`config.mk`:
```
export PLATFORM = sky130hd
export DESIGN_NAME = apb_spi_regs
export DESIGN_NICKNAME = d
export VERILOG_FILES = /design/src/rtl/apb_spi_regs_pkg.sv /design/src/rtl/apb_spi_regs_sync_fifo.sv /design/src/rtl/apb_spi_regs.sv
export SDC_FILE = /design/constraint.sdc
export NUM_CORES = 1
export LEC_CHECK = 0
export CELL_PAD_IN_SITES_DETAIL_PLACEMENT = 0
export CELL_PAD_IN_SITES_GLOBAL_PLACEMENT = 1
export CORE_MARGIN = 1
export CORE_UTILIZATION = 46
export DETAILED_ROUTE_END_ITERATION = 10
export PLACE_DENSITY_LB_ADDON = 0.1
export REMOVE_ABC_BUFFERS = 1
export SETUP_SLACK_MARGIN = 0.3
export SLEW_MARGIN = 20
export SYNTH_ARGS = -nofsm -noshare
export SYNTH_HDL_FRONTEND = slang
export SYNTH_SLANG_ARGS = --single-unit
```
`constraint.sdc`:
```
create_clock -name PCLK -period 7.55 [get_ports PCLK]
set_input_delay 1.51 -clock PCLK [delete_from_list [all_inputs] [get_ports PCLK]]
set_output_delay 1.51 -clock PCLK [all_outputs]
set_load 0.005 [all_outputs]
```
`src/rtl/apb_spi_regs_pkg.sv`:
```
// Register map, field indices and CTRL layout shared by the apb_spi_regs block.
package apb_spi_regs_pkg;

    localparam logic [3:0] ADDR_CTRL   = 4'h0;
    localparam logic [3:0] ADDR_STATUS = 4'h4;
    localparam logic [3:0] ADDR_TXDATA = 4'h8;
    localparam logic [3:0] ADDR_RXDATA = 4'hC;

    localparam int CTRL_SPI_EN   = 0;
    localparam int CTRL_CPOL     = 1;
    localparam int CTRL_CPHA     = 2;
    localparam int CTRL_TX_FLUSH = 3;

    localparam int ST_TX_FULL  = 0;
    localparam int ST_TX_EMPTY = 1;
    localparam int ST_RX_FULL  = 2;
    localparam int ST_RX_EMPTY = 3;
    localparam int ST_RX_OVF   = 4;
    localparam int ST_RX_UNF   = 5;

    // Only spi_en/cpol/cpha and clk_div are stored; tx_flush is a strobe.
    localparam logic [15:0] CTRL_WMASK = 16'hFF07;

    typedef struct packed {
        logic [7:0] clk_div;
        logic [3:0] rsvd;
        logic       tx_flush;
        logic       cpha;
        logic       cpol;
        logic       spi_en;
    } ctrl_t;

endpackage

```
`src/rtl/apb_spi_regs_sync_fifo.sv`:
```
// Single-clock FIFO with flush; a push into a full FIFO is accepted only when
// a pop happens on the same edge, so pop-then-push never overflows.
module sync_fifo #(
    parameter int DATA_W = 16,
    parameter int DEPTH  = 4
) (
    input  logic                     clk,
    input  logic                     rst,
    input  logic                     push,
    input  logic                     pop,
    input  logic                     flush,
    input  logic [DATA_W-1:0]        din,
    output logic [DATA_W-1:0]        dout,
    output logic                     full,
    output logic                     empty,
    output logic [$clog2(DEPTH):0]   count
);

    localparam int PTR_W = $clog2(DEPTH);
    localparam int CNT_W = PTR_W + 1;

    logic [DATA_W-1:0] mem [DEPTH];
    logic [PTR_W-1:0]  wr_ptr, rd_ptr;
    logic              do_push, do_pop;

    assign empty   = (count == '0);
    assign full    = (count == CNT_W'(DEPTH));
    assign do_pop  = pop & ~empty;
    assign do_push = push & (~full | do_pop);
    assign dout    = mem[rd_ptr];

    always_ff @(posedge clk or posedge rst) begin
        if (rst) begin
            wr_ptr <= '0;
            rd_ptr <= '0;
            count  <= '0;
            for (int i = 0; i < DEPTH; i++) mem[i] <= '0;
        end else if (flush) begin
            wr_ptr <= '0;
            rd_ptr <= '0;
            count  <= '0;
        end else begin
            if (do_push) begin
                mem[wr_ptr] <= din;
                wr_ptr      <= wr_ptr + PTR_W'(1);
            end
            if (do_pop) rd_ptr <= rd_ptr + PTR_W'(1);
            case ({do_push, do_pop})
                2'b10:   count <= count + CNT_W'(1);
                2'b01:   count <= count - CNT_W'(1);
                default: count <= count;
            endcase
        end
    end

endmodule

```
`src/rtl/apb_spi_regs.sv`:
```
// APB register front-end for an SPI engine: CTRL/STATUS/TXDATA/RXDATA with TX and RX FIFOs.
// Optional PSLVERR error response when APB_SPI_REGS_PSLVERR_EN is defined.
module apb_spi_regs
    import apb_spi_regs_pkg::*;
#(
    parameter int ADDR_W     = 16,
    parameter int DATA_W     = 16,
    parameter int FIFO_DEPTH = 4
) (
    input  logic              PCLK,
    input  logic              PRESET,
    input  logic [ADDR_W-1:0] PADDR,
    input  logic              PSEL,
    input  logic              PENABLE,
    input  logic              PWRITE,
    input  logic [DATA_W-1:0] PWDATA,
    output logic [DATA_W-1:0] PRDATA,
    output logic              PREADY,
`ifdef APB_SPI_REGS_PSLVERR_EN
    output logic              PSLVERR,
`endif
    output logic [DATA_W-1:0] ctrl_o,
    output logic              tx_valid,
    output logic [DATA_W-1:0] tx_data,
    input  logic              tx_ready,
    input  logic              rx_valid,
    input  logic [DATA_W-1:0] rx_data
);

    localparam int CNT_W = $clog2(FIFO_DEPTH) + 1;

    // Handshakes: an APB transfer completes on an edge with PSEL&PENABLE&PREADY;
    // a TX word transfers on an edge with tx_valid&tx_ready; rx_valid is a push
    // strobe with no backpressure (dropped words raise rx_ovf).
    logic              setup_ph, access_ph, done, wr_ok, rd_done, err;
    logic              mapped, sel_ctrl, sel_status, sel_tx, sel_rx;
    ctrl_t             ctrl_q;
    logic              rx_ovf_q, rx_unf_q, rd_empty_q;
    logic              tx_full, tx_empty, rx_full, rx_empty;
    logic              tx_push, tx_pop, tx_flush, rx_pop, rx_ovf_set, rx_unf_set;
    logic [CNT_W-1:0]  tx_count, rx_count;
    logic [DATA_W-1:0] rx_head, status_w, rd_mux;

    assign setup_ph  = PSEL & ~PENABLE;
    assign access_ph = PSEL & PENABLE;

    assign mapped     = (PADDR[ADDR_W-1:4] == '0);
    assign sel_ctrl   = mapped & (PADDR[3:0] == ADDR_CTRL);
    assign sel_status = mapped & (PADDR[3:0] == ADDR_STATUS);
    assign sel_tx     = mapped & (PADDR[3:0] == ADDR_TXDATA);
    assign sel_rx     = mapped & (PADDR[3:0] == ADDR_RXDATA);

    assign PREADY  = ~(access_ph & PWRITE & sel_tx & tx_full);
    assign done    = access_ph & PREADY;
    assign wr_ok   = done & PWRITE & ~err;
    assign rd_done = done & ~PWRITE;

`ifdef APB_SPI_REGS_PSLVERR_EN
    always_comb begin
        err = 1'b0;
        if (!(sel_ctrl | sel_status | sel_tx | sel_rx))
            err = 1'b1;
        else if (PWRITE & sel_status & ((|PWDATA[DATA_W-1:6]) | (|PWDATA[3:0])))
            err = 1'b1;
        else if (PWRITE & sel_rx)
            err = 1'b1;
        else if (~PWRITE & sel_tx)
            err = 1'b1;
        else if (~PWRITE & sel_rx & rd_empty_q)
            err = 1'b1;
    end
    assign PSLVERR = access_ph & err;
`else
    assign err = 1'b0;
`endif

    assign tx_push  = wr_ok & sel_tx;
    assign tx_flush = wr_ok & sel_ctrl & PWDATA[CTRL_TX_FLUSH];
    assign tx_valid = ctrl_q.spi_en & ~tx_empty;
    assign tx_pop   = tx_valid & tx_ready;
    assign ctrl_o   = DATA_W'(ctrl_q);

    // Emptiness is latched at the setup edge so the returned word and the pop agree
    // even if rx_valid fills an empty FIFO between setup and completion.
    assign rx_pop     = rd_done & sel_rx & ~rd_empty_q;
    assign rx_unf_set = rd_done & sel_rx & rd_empty_q;
    assign rx_ovf_set = rx_valid & rx_full & ~rx_pop;

    sync_fifo #(.DATA_W(DATA_W), .DEPTH(FIFO_DEPTH)) u_tx_fifo (
        .clk(PCLK), .rst(PRESET), .push(tx_push), .pop(tx_pop), .flush(tx_flush),
        .din(PWDATA), .dout(tx_data), .full(tx_full), .empty(tx_empty), .count(tx_count)
    );

    sync_fifo #(.DATA_W(DATA_W), .DEPTH(FIFO_DEPTH)) u_rx_fifo (
        .clk(PCLK), .rst(PRESET), .push(rx_valid), .pop(rx_pop), .flush(1'b0),
        .din(rx_data), .dout(rx_head), .full(rx_full), .empty(rx_empty), .count(rx_count)
    );

    always_comb begin
        status_w              = '0;
        status_w[ST_TX_FULL]  = tx_full;
        status_w[ST_TX_EMPTY] = tx_empty;
        status_w[ST_RX_FULL]  = rx_full;
        status_w[ST_RX_EMPTY] = rx_empty;
        status_w[ST_RX_OVF]   = rx_ovf_q;
        status_w[ST_RX_UNF]   = rx_unf_q;
    end

    always_comb begin
        rd_mux = '0;
        if (mapped) begin
            case (PADDR[3:0])
                ADDR_CTRL:   rd_mux = DATA_W'(ctrl_q);
                ADDR_STATUS: rd_mux = status_w;
                ADDR_RXDATA: rd_mux = rx_empty ? '0 : rx_head;
                default:     rd_mux = '0;
            endcase
        end
    end

    always_ff @(posedge PCLK or posedge PRESET) begin
        if (PRESET) begin
            ctrl_q     <= '0;
            rx_ovf_q   <= 1'b0;
            rx_unf_q   <= 1'b0;
            rd_empty_q <= 1'b1;
            PRDATA     <= '0;
        end else begin
            if (wr_ok & sel_ctrl) ctrl_q <= ctrl_t'(PWDATA[15:0] & CTRL_WMASK);

            if (rx_ovf_set)                                  rx_ovf_q <= 1'b1;
            else if (wr_ok & sel_status & PWDATA[ST_RX_OVF]) rx_ovf_q <= 1'b0;

            if (rx_unf_set)                                  rx_unf_q <= 1'b1;
            else if (wr_ok & sel_status & PWDATA[ST_RX_UNF]) rx_unf_q <= 1'b0;

            if (setup_ph & ~PWRITE) begin
                PRDATA     <= rd_mux;
                rd_empty_q <= rx_empty;
            end
        end
    end

    // FIFO occupancy never exceeds its depth.
    a_occupancy: assert property (@(posedge PCLK) disable iff (PRESET)
        (tx_count <= CNT_W'(FIFO_DEPTH)) && (rx_count <= CNT_W'(FIFO_DEPTH)));

endmodule

```
Word level (Yosys, flattened, before mapping)

Cells that the tools add are included.

Register bits: 172
ROM bits: 0
Output and inout port bits: 50
Memory bits (writable): 0
Memories kept: 0
Latch bits: 0
Input bits: 55

Magnitude comparators: 6
Eq/ne operators: 9
$mul: 0
Bitwise gates (word level): 46
Div/mod/pow operators: 0
Shifts and indexed selects: 0
Add/sub/neg operators: 8
Reductions and logical operators: 13
Mux-type cells: 26

Operator list:

| kind                                                                          | count |
|---|---|
| 64-bit bitwise mux                                                            | 2 |
| 16-bit two-way mux                                                            | 8 |
| 16-bit binary-select mux with 2-bit select                                    | 2 |
| 16-bit demux with 2-bit select                                                | 2 |
| 16-bit one-hot mux with 3 select lines                                        | 1 |
| 1-bit bitwise AND                                                             | 30 |
| 3-bit >= comparator (second input constant)                                   | 4 |
| 12-bit zero test                                                              | 1 |
| 2-bit inverter with 3-bit output                                              | 4 |
| 3-bit one-hot mux with 2 select lines                                         | 2 |
| 1-bit inverter                                                                | 10 |
| 2-bit nonzero test                                                            | 5 |
| 2-bit by 1-bit adder with 2-bit output (second input constant)                | 4 |
| 4-bit == test (second input constant)                                         | 2 |
| 2-bit two-way mux                                                             | 4 |
| 3-bit by 1-bit adder with 3-bit output (second input constant)                | 2 |
| 3-bit == test (second input constant)                                         | 2 |
| 3-bit zero test                                                               | 2 |
| 3-bit by 1-bit less-than comparator with 1-bit output (second input constant) | 2 |
| 3-bit by 1-bit subtractor with 3-bit output (second input constant)           | 2 |
| 2-bit by 1-bit == test with 1-bit output (second input constant)              | 2 |
| 2-bit == test (second input constant)                                         | 2 |
| 4-bit by 3-bit == test with 1-bit output (second input constant)              | 1 |
| 4-bit zero test                                                               | 1 |
| 6 further kinds                                                               | 11 |

Longest topological paths before layout

Depth in word-level cells: 14
Gate-level depth with buffers: 11
Mapped depth without buffers: 10

Hierarchy

A second synthesis with hierarchy kept.

Cells, all modules: 578
Area total of the unflattened synthesis: 8,479.4 um^2

Modules (own cells, without submodules):

| module                 | cells each | times used | area an instance (um^2) |
|---|---|---|---|
| sync_fifo at u_tx_fifo | 219        | 1          | 3,497.1 |
| sync_fifo at u_rx_fifo | 219        | 1          | 3,493.4 |
| apb_spi_regs           | 140        | 1          | 1,488.9 |

Least setup slack after synthesis

OpenSTA, ideal clock, no wires.

Kind: input -> output
From: in PADDR[6]
To: out PREADY
Cell stages on the path: 4
Path buffers: 1
Slack: 3.636 ns
Arrival time: 2.404 ns
Cells stage by stage: nor4_1 -> and3_1 -> clkbuf_1 -> nand3_1

Cells in the longest elaborated chain, start to end: 5

Ends and longest elaborated chain:

| element                         | RTL line           | text |
|---|---|---|
| from (decl)                     | apb_spi_regs.sv:12 | `input logic [ADDR_W-1:0] PADDR,` |
| 12-bit zero test                | apb_spi_regs.sv:47 | `assign mapped = (PADDR[ADDR_W-1:4] == '0);` |
| 1-bit bitwise AND               | apb_spi_regs.sv:50 | `assign sel_tx = mapped & (PADDR[3:0] == ADDR_TXDATA);` |
| 1-bit bitwise AND (2 in series) | apb_spi_regs.sv:53 | `assign PREADY = ~(access_ph & PWRITE & sel_tx & tx_full);` |
| 1-bit inverter                  | apb_spi_regs.sv:53 |  |
| to (decl)                       | apb_spi_regs.sv:18 | `output logic PREADY,` |

Every way passes these cells.

Worst setup path after layout

Ends and elaborated chain as after synthesis.

==> impl_results.md <==
- Die area: 0.0176 mm^2
- DIE HEIGHT: 133 um
- Min Tclk post-route: 4.84 ns
- Post-Syn Area: 0.00785 mm^2
- Final setup violation count: 0
- Largest area contributor in the netlist: dfrtp_1
- Layout cells sized above 1: 34.5%
- Setup crit end kind: output port
- First-pass GRT wire length: 27600 um
- Pwr dens: 266 mW/mm^2
- CTS sink cnt: 172
- GP Congestion: 0.752
- Core ar.: 0.0166 mm^2
- Post-Synthesis Cells: 534
- DRT Pass-1 Iters: 4
- Pre-CTS setup slack: 2.68 ns
- Most frequent cell after synthesis: dfrtp_1
- RSZ-0062 raised after global routing: false
- Vias per Instance: 5.53
- Status: finished, final reports clean
- Routed len/inst: 19.4 um
- Clock slew at reported path FFs: 0.06 ns
- Via count: 4765
- Leakage: 0.00421 uW
- Drc violations: 0
- Hpwl dp: 11300 um
- Syn Area/Cell: 14.7 um^2
- CTS resizes: 0
- Worst slew margin: 29.4%
- Initial core utilization: 47.2%
- Setup crit start kind: primary input
- Fmax achieved: 0.206 GHz
- Final wirelength: 16700 um
- Data arrival, critical path: 3.33 ns
- CP required: 6.04 ns
- Largest net degree at the start of global routing: 106
- Yosys warns: 0
- Boundary Pins: 105
- Post-synthesis sequential area ratio: 54.9%
- Area Growth Syn to Fin: 21.4%
- Unique masters post-synth: 48
- Layout Skew: 0.00977 ns
- Worst VDD drop: 0.187 mV
- CTS buffer count: 17
- GRT Total Usage: 20.6%
- Synth top area share: 54.5%
- Post-synthesis register bit count: 172
- CTS tree: done
- Synth top cells by count: 171 x dfrtp_1, 139 x mux2_2, 32 x mux4_2
- Worst setup margin: 2.71 ns
- Fin. max-slew vios: 0
- PortBufs: 99
- Remaining Overflow, GRT: 0
- CTS Buffer Depth: 2
- Max-cap violations: 0
- Final hold violations: 0
- Area contributors post-synth: dfrtp_1 55%, mux2_2 20%, mux4_2 9.2%
- Worst-margin pin slew: 1.05 ns
- H-tree depth: 4
- Clk Latency, worst-skew pair: 0.42 ns
- Clock Tree Root: clkbuf_16
- Final period util: 64.2%
- Setup TNS: 0 ns
- Initial antenna violation count: 0
- Row count: 47
- Number of enable flip-flop cells after synthesis: 0
- Hold/Removal Path Class: register to register
- Final antenna-violating net count: 0
- Critical Path Fanout Max: 9
- Die Wd: 133 um
- Worst Setup Path Type: primary input to output port
- Ys flop type: dfrtp_1
- Async SR Flop Fraction: 100%
- Final net count: 696
- DR iter-0 viols: 283
- Ant diodes: 0
- Setup Buffers After CTS: 0
- Vias in the first global route: 5054
- CTS hold repair buffers: 0
logic make-up after synthesis:
kind of cell / share of synthesized area, %
buf+inv: 2.93
flops: 54.9
mux: 29.3
simple gates: 6.28
compound gates: 3.78
fa+ha+maj: 1.95
other cells: 0.0478
xor+xnor: 0.893
power by group:
group	total [uW]	switching, uW	internal, uW
registers	1220	98.0	1120
logic	486	196	290
clock network	830	344	487
critical path, stage by stage:
cell             delay, ns
clkdlybuf4s50_1       0.41
nor4_1                0.40
and3_1                0.42
nand3_1               0.11
clkdlybuf4s50_1       0.48
per-stage QoR:
step,instance area (um^2),total power (uW),utilization (%),hold WS (ns),instances
floorplan,7670,1570,-,0.466,509
global placement,8970,1690,53.9,0.464,831
detailed placement,8970,1720,53.9,0.470,831
CTS,9530,2560,57.3,0.484,861
global route,9530,2660,57.3,0.495,861
finish,9530,2530,57.3,0.479,861
area by class of cell:
cell class,count,area (um^2)
Inverter,10,42.5
Multi-Input combinational cell,327,3340
Clock buffer,25,495
Tap cell,220,275
Fill cell,1364,7110
Timing Repair Buffer,102,1010
Clock inverter,5,58.8
Sequential cell,172,4310
registers in the layout (all words and copies together), names as in the netlist:
signal,count
u_rx_fifo.mem,64
u_tx_fifo.mem,64
PRDATA,16
ctrl_o,11
u_rx_fifo.count,3
u_tx_fifo.count,3
u_rx_fifo.rd_ptr,2
u_rx_fifo.wr_ptr,2
u_tx_fifo.rd_ptr,2
u_tx_fifo.wr_ptr,2
rd_empty_q,1
rx_ovf_q,1
rx_unf_q,1
final timing paths:
path,startpoint,end,slack [ns],cells after the start
max,PADDR[6],PREADY,2.71,5
min,PRDATA[1],PRDATA[1],0.48,2
max reg2reg,u_tx_fifo.count[0],u_tx_fifo.count[2],4.94,7
min reg2reg,PRDATA[1],PRDATA[1],0.48,2
max in group asynchronous,PRESET,u_tx_fifo.mem[25],4.45,3
min in group asynchronous,PRESET,PRDATA[11],1.67,2
layout by cell type (no fill, tap or decap), types with 3 or more instances in the layout:
master,count
conb_1,5
dfrtp_1,171
mux4_2,32
nor3b_1,4
clkbuf_1,4
clkdlybuf4s50_1,99
nor2_1,6
nor3_1,7
nor4_1,5
xnor2_1,3
inv_1,9
or3b_2,3
buf_4,3
clkbuf_16,17
a22oi_1,11
xor2_1,5
a222oi_1,3
clkbuf_8,4
nand2_2,4
o21ai_0,22
ha_1,9
mux2_2,139
nand3_1,6
nand2_4,4
nand2_1,29
per-layer routing:
layer	routed length (um)	part of all wire, %	GRT usage (%)
met1	7100	43	26.4
met2	8900	53	36.0
met3	483	2.9	3.41
met4	188	1.1	6.13
met5	0	0	0
Power figures use the tool's default switching activity.
